[src/rtl/cache_pkg.sv]
// Shared cache geometry, refill FSM states and word-address split helpers
// for the direct-mapped cache (256 lines x 16 words).
package cache_pkg;

    localparam int TAG_W      = 20;
    localparam int INDEX_W    = 8;
    localparam int OFFSET_W   = 4;
    localparam int LINE_WORDS = 16;
    localparam int ADDR_W     = TAG_W + INDEX_W + OFFSET_W;

    typedef enum logic [1:0] {
        IDLE,
        REQ,
        WAIT,
        DONE
    } refill_state_t;

    function automatic logic [TAG_W-1:0] tag_of(input logic [ADDR_W-1:0] addr);
        return TAG_W'(addr >> (INDEX_W + OFFSET_W));
    endfunction

    function automatic logic [INDEX_W-1:0] index_of(input logic [ADDR_W-1:0] addr);
        return INDEX_W'(addr >> OFFSET_W);
    endfunction

    function automatic logic [OFFSET_W-1:0] offset_of(input logic [ADDR_W-1:0] addr);
        return OFFSET_W'(addr);
    endfunction

endpackage

[src/rtl/cache_refill_ctrl.sv]
// Line-refill engine: fetches a missing line one word at a time, streams each
// word into the data array and writes the tag only once the line is complete.
module cache_refill_ctrl #(
    parameter int ADDR_W   = 32,
    parameter int DATA_W   = 32,
    parameter int INDEX_W  = 8,
    parameter int OFFSET_W = 4
) (
    input  logic                                clk,
    input  logic                                rst_n,
    input  logic                                miss_valid,
    output logic                                miss_ready,
    input  logic [ADDR_W-1:0]                   miss_addr,
    output logic                                mem_req_valid,
    input  logic                                mem_req_ready,
    output logic [ADDR_W-1:0]                   mem_req_addr,
    input  logic                                mem_rsp_valid,
    input  logic [DATA_W-1:0]                   mem_rsp_data,
    output logic                                fill_we,
    output logic [INDEX_W-1:0]                  fill_index,
    output logic [OFFSET_W-1:0]                 fill_offset,
    output logic [DATA_W-1:0]                   fill_data,
    output logic                                fill_tag_we,
    output logic [ADDR_W-INDEX_W-OFFSET_W-1:0]  fill_tag,
    output logic                                busy
);
    import cache_pkg::*;

    localparam logic [ADDR_W-1:0] LINE_MASK = {{(ADDR_W-OFFSET_W){1'b1}}, {OFFSET_W{1'b0}}};

    refill_state_t        state;
    logic [ADDR_W-1:0]    base;
    logic [OFFSET_W-1:0]  cnt;
    logic [OFFSET_W-1:0]  cnt_next;

    assign cnt_next = cnt + 1'b1;

    always_ff @(posedge clk or negedge rst_n) begin
        if (!rst_n) begin
            state         <= IDLE;
            base          <= '0;
            cnt           <= '0;
            miss_ready    <= 1'b1;
            busy          <= 1'b0;
            mem_req_valid <= 1'b0;
            mem_req_addr  <= '0;
            fill_we       <= 1'b0;
            fill_index    <= '0;
            fill_offset   <= '0;
            fill_data     <= '0;
            fill_tag_we   <= 1'b0;
            fill_tag      <= '0;
        end else begin
            // NOTE: fill strobes and their payload default low every cycle, so each
            // write is a single-cycle pulse and the payload reads 0 when idle.
            fill_we     <= 1'b0;
            fill_index  <= '0;
            fill_offset <= '0;
            fill_data   <= '0;
            fill_tag_we <= 1'b0;
            fill_tag    <= '0;

            case (state)
                IDLE: begin
                    if (miss_valid) begin
                        base          <= miss_addr & LINE_MASK;
                        cnt           <= '0;
                        miss_ready    <= 1'b0;
                        busy          <= 1'b1;
                        mem_req_valid <= 1'b1;
                        mem_req_addr  <= miss_addr & LINE_MASK;
                        state         <= REQ;
                    end
                end
                REQ: begin
                    if (mem_req_ready) begin
                        mem_req_valid <= 1'b0;
                        mem_req_addr  <= '0;
                        state         <= WAIT;
                    end
                end
                WAIT: begin
                    if (mem_rsp_valid) begin
                        fill_we     <= 1'b1;
                        fill_data   <= mem_rsp_data;
                        fill_offset <= cnt;
                        fill_index  <= index_of(base);
                        if (&cnt) begin
                            fill_tag_we <= 1'b1;
                            fill_tag    <= tag_of(base);
                            state       <= DONE;
                        end else begin
                            cnt           <= cnt_next;
                            mem_req_valid <= 1'b1;
                            // base offset bits are zero, so OR is a carry-free concatenation
                            mem_req_addr  <= base | ADDR_W'(cnt_next);
                            state         <= REQ;
                        end
                    end
                end
                DONE: begin
                    busy       <= 1'b0;
                    miss_ready <= 1'b1;
                    state      <= IDLE;
                end
                default: state <= IDLE;
            endcase
        end
    end

endmodule

[config.mk]
export PLATFORM = sky130hd
export DESIGN_NAME = cache_refill_ctrl
export DESIGN_NICKNAME = d
export VERILOG_FILES = /design/src/rtl/cache_pkg.sv /design/src/rtl/cache_refill_ctrl.sv
export SDC_FILE = /design/constraint.sdc
export NUM_CORES = 1
export LEC_CHECK = 0
export CAP_MARGIN = 15
export CORE_ASPECT_RATIO = 0.5
export CORE_MARGIN = 10
export CORE_UTILIZATION = 42
export CTS_BUF_LIST = sky130_fd_sc_hd__clkbuf_4
export DETAILED_ROUTE_END_ITERATION = 10
export GPL_ROUTABILITY_DRIVEN = 0
export GPL_TIMING_DRIVEN = 0
export MAX_ROUTING_LAYER = met4
export PLACE_DENSITY = 0.77
export REMOVE_ABC_BUFFERS = 1
export SYNTH_ARGS = -nofsm -noshare
export SYNTH_HDL_FRONTEND = slang
export SYNTH_SLANG_ARGS = --single-unit
[constraint.sdc]
create_clock -name clk -period 2.88 [get_ports clk]
set_clock_uncertainty 0.05 [all_clocks]
set_input_delay 0.72 -clock clk [delete_from_list [all_inputs] [get_ports clk]]
set_output_delay 0.72 -clock clk [all_outputs]
set_load 0.02 [all_outputs]
# Yosys cells after proc, flatten, opt, wreduce, memory -nomap -nowiden
# Index checks and enable logic that the tools add are counted.
# Widths: inputs -> output; s select.
# word_totals
register_bits	135
latchBits	0
mem_bits_rw	0
rom_bits	0
inputBits	69
out_inout_bits	101
wordCells	68
memories	0
# classes
addsub	1
mul	0
n_div	0
order_cmp	0
eq_ne	7
shifts	0
muxes	36
bitwise_logic	1
n_reduce_logical	10
# op_table
cell	count
$mux 32	6
$pmux 32 s3	1
$mux 20	3
$or 32x4->32	1
$mux 4	5
$mux 8	2
$mux 1	10
$mux 2	4
$ne 2x2->1 const B	4
$pmux 2 s4	1
$pmux 4 s2	1
$reduce_and 4->1	2
$reduce_and 5->1	1
$add 4x1->4 const B	1
$eq 2x2->1 const B	2
$pmux 1 s2	2
$reduce_and 2->1	2
$reduce_bool 2->1	2
$pmux 1 s3	1
$reduce_and 3->1	1
$reduce_bool 3->1	1
$eq 2x1->1 const B	1
$logic_not 2->1	1

# Logic depth before layout (Yosys ltp)
# Gate-level depths: netlist (run 1).
# depth
depth_word	5
depth_mapped	8

# Worst setup path before layout (run 1)
# OpenSTA, ideal clock, no wires.
# synth_path
path_kind	reg-to-reg
start	register state[0]
end	register mem_req_addr[10]
t_arrival_ns	1.774
required_time_ns	2.705
setup_slack_ns	0.931
stages_incl_launch_ff	8
path_buffers	1
cell_sequence	dfrtp_1 > inv_1 > ha_1 > and4_1 > nor3_4 > nand2_2 > buf_6 > mux2_4
# synth_between
elab_chain_cells	3
# synth_lines
item	line_no	rtl
from (decl)	cache_refill_ctrl.sv:31	refill_state_t state;
from (signal assigned)	cache_refill_ctrl.sv:40	state <= IDLE;
from (signal assigned)	cache_refill_ctrl.sv:72	state <= REQ;
from (signal assigned)	cache_refill_ctrl.sv:79	state <= WAIT;
$eq 2x1->1 (tied with other cells)	cache_refill_ctrl.sv:63	case (state)
$ne 2x2->1 (no line) / $reduce_bool 3->1 (equally long branches)	--	
$reduce_and 5->1 (no line)	--	
to (signal assigned)	cache_refill_ctrl.sv:71	mem_req_addr <= miss_addr & LINE_MASK;
to (signal assigned)	cache_refill_ctrl.sv:96	mem_req_addr <= base | ADDR_W'(cnt_next);
to (decl)	cache_refill_ctrl.sv:16	output logic [ADDR_W-1:0] mem_req_addr,
# Parallel ways exist; a longest one is shown, timed or not.
# A chain may end at the register's enable or synchronous reset.

# Worst setup path after layout (run 1)
# layout_path
start	input port mem_rsp_valid
end	register mem_req_addr[29]
# layout_between
elab_chain_cells	2
# layout_lines
item	line_no	rtl
from (decl)	cache_refill_ctrl.sv:17	input logic mem_rsp_valid,
$ne 2x2->1 (no line)	--	
$reduce_and 5->1 (no line)	--	
# Every way passes these cells.

==> results of run 1 <==
## routing by layer
metal | track usage, % | routed length (um) | vias to the layer above | part of all wire (%)
li1 | - | - | 1823 | -
met1 | 18.03 | 5872 | 1910 | 43
met2 | 26.31 | 6862 | 115 | 50
met3 | 3.196 | 602 | 26 | 4.4
met4 | 7.138 | 352 | 0 | 2.6
met5 | - | 0 | - | 0
## area by class of cell
cell class / count / area [um2]
Sequential cell: 135 / 3379
Inverter: 32 / 120.1
Clock buffer: 18 / 135.1
Timing Repair Buffer: 170 / 1783
Tap cell: 170 / 212.7
Multi-Input combinational cell: 259 / 1745
Clock inverter: 14 / 221.5
Fill cell: 1012 / 4994
## how the worst min path moves through the flow
stage / to / start / slack [ns]
2_1_floorplan: base[10] / rst_n / 0.37
3_3_place_gp: miss_ready / miss_ready / 0.41
3_5_place_dp: miss_ready / miss_ready / 0.42
4_1_cts: fill_data[19] / rst_n / 0.1
5_1_grt: fill_data[19] / rst_n / 0.11
6_report: fill_data[19] / rst_n / 0.12
## placed cells by master (no fill, tap or decap), types with 2 or more instances in the layout
master,netlist,routed
clkdlybuf4s50_1,0,164
dfrtp_1,134,134
o21ai_0,59,59
nand2_1,59,58
and3_1,45,45
inv_1,32,32
mux2_4,29,29
and2_1,22,22
clkbuf_4,0,18
a21oi_1,7,7
bufinv_16,0,5
nor2_1,4,4
ha_1,6,4
inv_6,0,4
buf_16,0,4
nor2b_1,4,3
mux2_1,3,3
clkinvlp_4,0,3
nor2b_2,1,2
nand3_1,2,2
nor3_1,2,2
nor4_1,2,2
ha_2,0,2
## logic make-up after synthesis
family | synth area share, %
compound gates | 7.074
xor+xnor | 0.3269
fa+ha+maj | 1.401
buf+inv | 4.810
flops | 63.06
mux | 8.942
simple gates | 14.38
## power by group through the flow
stage | logic [W] | clock network [W] | registers [W]
after floorplan | 0.00153 | 0 | 0.00303
after global placement | 0.00302 | 0 | 0.00270
after detailed placement | 0.00320 | 0 | 0.00273
after CTS | 0.00320 | 0.00157 | 0.00270
after global routing | 0.00345 | 0.00166 | 0.00277
final | 0.00316 | 0.00154 | 0.00270
## flip-flops by register name, summed over array words and instances (netlist names)
register and count:
mem_req_valid 1, busy 1, fill_tag 20, cnt 4, base 28, fill_offset 4
state 2, miss_ready 1, fill_we 1, mem_req_addr 32, fill_index 8, fill_tag_we 1
fill_data 32
## synth_stat cells, types with 2 or more instances
cell,count
inv_1,32
nor2b_1,4
a21oi_1,7
buf_1,2
nor3_1,2
mux2_1,3
nor2_1,4
dfrtp_1,134
mux2_4,29
nor4_1,2
clkbuf_1,20
o21ai_0,59
nand2_1,59
buf_6,4
and2_1,22
and3_1,45
nand3_1,2
ha_1,6
buf_2,2
## stage by stage
stage	setup TNS, ns	area (um2)	power (W)	worst slack, ns	util [%]
final	0	7597	0.007400	0.1921	60.34
after global placement	-630.88	7086	0.005721	-4.215	56.28
after floorplan	0	5221	0.004563	0.06032	-
after global routing	0	7597	0.007878	0.06415	60.34
after detailed placement	-32.34	7222	0.005938	-0.8545	57.36
after CTS	0	7589	0.007477	0.09294	60.27
## timing repair
| action | CTS | global route |
|---|---|---|
| endpoints found under the setup margin | 32 | 31 |
| hold buffers | 0 | 0 |
| resized for setup | 3 | 1 |
==> metrics, run 1 <==
critical path required time=3.21 ns; measured slew at the worst slew-check pin=0.8539 ns; Final Cycle Share=93.33%; initial antenna violation count=0; gr usage total=approximately 16%; Final Critical Period=2.688 ns; Worst Setup Start Kind=primary input; Seq/Total Area, Yosys=63.06%; CTS tree=yes; CTS root buf=clkbuf_4; I/O pins=170; yosys warns=0; vias in the first global route=~4100; DR vias/cell=4.855; Clock Tree Buf Depth=2; Worst-Skew Late Latency=0.50 ns; clock share of power=20.8%; worst-case reg-to-reg path depth=7; worst path cell trace=clkdlybuf4s50_1 -> buf_16 -> nor2b_2 -> nor3_4 -> nand2_8 -> mux2_4; LEAKAGE=around 3.7 nW; number of DRC markers in iteration 0=169; DRT Pass-1 Iters=5; synthesized area per cell=11.80 um2; relative slew slack=42.82%; half-perimeter wire length after placement=9.509 mm; Levels on crit path=6; Non-Filler Instances=798; Area contributors post-synth=dfrtp_1 (63%), mux2_4 (8.1%), o21ai_0 (5.5%); Die X=179.7 um; Seq pwr share=36.4%; # DRC=0; total net switching power=0.002659 W; combinational fraction of design power=a little over two fifths; ys async rst share=100.0%; post-synth top area cell=dfrtp_1; Synth cell types=35; Remaining Overflow, GRT=0; first-pass GRT wire length=22.14 mm; WL per Instance=17.15 um; RSZ-0062 raised after global routing=false; crit end category=flop; Slew Viols, Final=0; final setup fails=0; reg2reg setup slack=0.26 ns; clk slew on worst S/H paths=0.12 ns; Final Hold Viols=0; share of cells above drive strength 1=11.94%; class of the most critical setup path=primary input to flop; Detailed Route WL=~14 mm; worst reg2reg startpoint=state[1]; Netlist Area Pre-Place=5359 um2; Critical Path Sink=mem_req_addr[29]; Buf+Inv Stages, Crit Path=2; arrival time worst endpoint=3.02 ns; Post-synth EDFFs=0; Core Footprint=between 10000 and 15000 um2; fmax=0.3720 GHz; final hold slack=0.1242 ns; area grow syn2layout=41.77%; Clock Sinks=between 100 and 150; Die Y=~100 um; Vias=3874; Post-DRT Antenna Nets=0; CP delay by family, top=buffers and inverters; cts bufs inserted=17; switch share=about 36%; Crit. Startpoint=mem_rsp_valid; Power Dens Cells=974.1 nW/um2; Post-Place Cells=766; nets=690; slowest cell on the critical path=clkdlybuf4s50_1; synthesized instance count=roughly 450; Max IR drop VDD=0.5095 mV; maximum capacitance violations=0; largest net degree at the start of global routing=just under 80; # rows=29; total die area=17950 um2; top-area cell type share of the netlist area=62.57%; Post-synth top flop=dfrtp_1; Initial Util=42.56%; HP Class=primary input to async pin; run status=completed; antenna fix cells=0; Clock H-tree levels=4; Cell Int Power=between 0.004 and 0.005 W; max incr delay on CP=0.93 ns; worst r2r dst=mem_req_addr[6]; setup bufs post-CTS=0; Crit Path Max Fanout=32; Port Buffer Count=between 150 and 200; Seq cells post-synth=about 140
Power figures use the tool's default switching activity.
==> inputs of run 2 (changes only) <==
REMOVE_ABC_BUFFERS = default   (was 1)
==> run 2 against run 1 <==
  * Via count up 1.3%
  * Largest cell class unchanged
  * Power down 2.4%
  * Clock-buffer cell count down 1
  * Critical endpoint is now miss_ready
  * Clock power fell by 12%
  * Worst hold slack improved by 0.31 ns
  * Die area is the same
  * Largest power group unchanged
  * First-iteration DRC count up 10%
  * Maximum frequency up 9.0%
==> metrics, run 2 (synthesis results as in run 1) <==
run status=completed; clk slew on worst S/H paths=0.12 ns (about the same); initial antenna violation count=0 (unchanged); Crit Path Max Fanout=3 (-91%); Core Footprint=12590 um2 (unchanged); cts bufs inserted=17 (unchanged); # DRC=0 (unchanged); Clock Sinks=135 (unchanged); critical path required time=2.11 ns (-1.10 ns); relative slew slack=64.06% (+21 points); Top Layer Used=met4; Worst Setup Start Kind=flop; Final Critical Period=2.467 ns (-0.2210 ns); LEAKAGE=3.689 nW (about the same); crit end category=output port; DRT Pass-1 Iters=5 (unchanged); Vias=3923 (+1.3%); Clock Tree Buf Depth=2 (unchanged); met2 wire length=7.470 mm (+8.9%); vias in the first global route=4147 (+1.5%); Finished Cell Area=7557 um2 (-0.53%); syn nets=approximately 530; Clock H-tree levels=4 (unchanged); DR vias/cell=4.773 (-1.7%); arrival time worst endpoint=1.70 ns (-1.32 ns); commonest non-fill, non-tap cell in the layout=clkdlybuf4s50_1; WL per Instance=17.36 um (+1.2%); routed wl met3=680 um (+13%); measured slew at the worst slew-check pin=0.5391 ns (-0.3148 ns); Initial Util=42.56% (unchanged); RSZ-0062 raised after global routing=false; Die Y=99.88 um (unchanged); Die X=179.7 um (unchanged); Largest regs=fill_data (32), mem_req_addr (32), base (28); worst path cell trace=clkdlybuf4s50_1; class of the most critical setup path=flop to output port; first-pass GRT wire length=22.80 mm (+3.0%); max incr delay on CP=0.61 ns (-0.32 ns); nets=714 (+3.5%); Port Buffer Count=164 (-0.61%); Buf+Inv Stages, Crit Path=1 (-1); Post-Place Cells=789 (+3.0%); gr usage total=16.21% (+0.56 points); Final Hold Viols=0 (unchanged); CP delay by family, top=buffers and inverters; half-perimeter wire length after placement=10.27 mm (+8.0%); CTS tree=yes; total die area=17950 um2 (unchanged); I/O pins=170 (unchanged); Detailed Route WL=14.27 mm (+4.2%); # rows=29 (unchanged); Slew Viols, Final=0 (unchanged); HP Class=flop to flop; Non-Filler Instances=822 (+3.0%); Final Cycle Share=85.66% (-7.7 points); post-route setup slack=0.4131 ns (+0.2210 ns); largest net degree at the start of global routing=100 (+28%); final setup fails=0 (unchanged); antenna fix cells=0 (unchanged); fmax=0.4054 GHz (+9.0%); WL met1=5.900 mm (+0.48%); Power Dens Cells=956.0 nW/um2 (-1.9%); DP Area=7242 um2 (+0.28%); commonest non-fill, non-tap cells in the layout=clkdlybuf4s50_1 (163), dfrtp_1 (134), nand2_1 (59), o21ai_0 (59), and3_1 (45); Max IR drop VDD=0.4103 mV (-19%); slowest cell on the critical path=clkdlybuf4s50_1; Remaining Overflow, GRT=0 (unchanged); Post-DRT Antenna Nets=0 (unchanged); area grow syn2layout=41.02%; maximum capacitance violations=0 (unchanged); Worst-Skew Late Latency=0.53 ns (+0.03 ns); Post-Place Setup Slack=0.2715 ns (+1.126 ns); share of cells above drive strength 1=11.04% (-0.90 points); number of DRC markers in iteration 0=186 (+10%); setup tns final=0 ns (unchanged); CTS root buf=clkbuf_4; Fillers=996 (-1.6%)
## run 2: changes by cell type in the layout (fill, tap and decap cells not counted), sizes merged
cell	delta
clkdlybuf4s50	-1
inv	-1
clkinvlp	-2
dlygate4sd3	+1
bufinv	-2
clkbuf	+19
clkinv	+6
buf	+4
## run 2: path summary, 6_finish.rpt
path | depth (start not counted) | startpoint | endpoint | slack, ns
worst max register to register | 8 | state[1] | mem_req_addr[27] | 0.67
worst min register to register | 2 | miss_ready | miss_ready | 0.44
max in group asynchronous | 3 | rst_n | miss_ready | 1.40
worst max-delay path | 1 | miss_ready | miss_ready | 0.41
worst min-delay path | 2 | miss_ready | miss_ready | 0.44
min in group asynchronous | 2 | rst_n | fill_data[5] | 0.59
## run 2: area by class of cell
cell class                 count  area [um2]  area share [%]
sequential                   135        3379           44.72
multi-input combinational    259        1722           22.78
timing repair buffer         166        1680           22.24
tap                          170       212.7           2.815
clock inverter                15       177.7           2.351
buffer                        28       137.6           1.821
clock buffer                  17       127.6           1.689
inverter                      32       120.1           1.589
## run 2: metal layers
metal  GRT usage, %  vias up
met4          5.559        0
met1          18.47     1918
met2          27.84      108
met5              -        -
met3          3.914       20
li1               -     1877
## run 2: power breakdown
part	total, W	internal [W]	switching [W]	leakage, nW
registers	0.00270	0.00240	0.000296	1.78
logic	0.00318	0.00153	0.00165	1.74
clock network	0.00135	0.000607	0.000739	0.164
## run 2: per-stage QoR
step,util (%),total power (W),hold slack [ns]
finish,60.02,0.007225,0.4365
global route,60.02,0.007654,0.4740
CTS,59.94,0.007276,0.001287
detailed placement,57.52,0.005923,0.4217
global placement,57.29,0.005828,0.4091
floorplan,-,0.004688,0.3744
## run 2: what timing repair did
action	in CTS	in global routing
buffers inserted	0	0
resized for setup	0	0
hold buffers	0	1
hold endpoints to repair	0	13
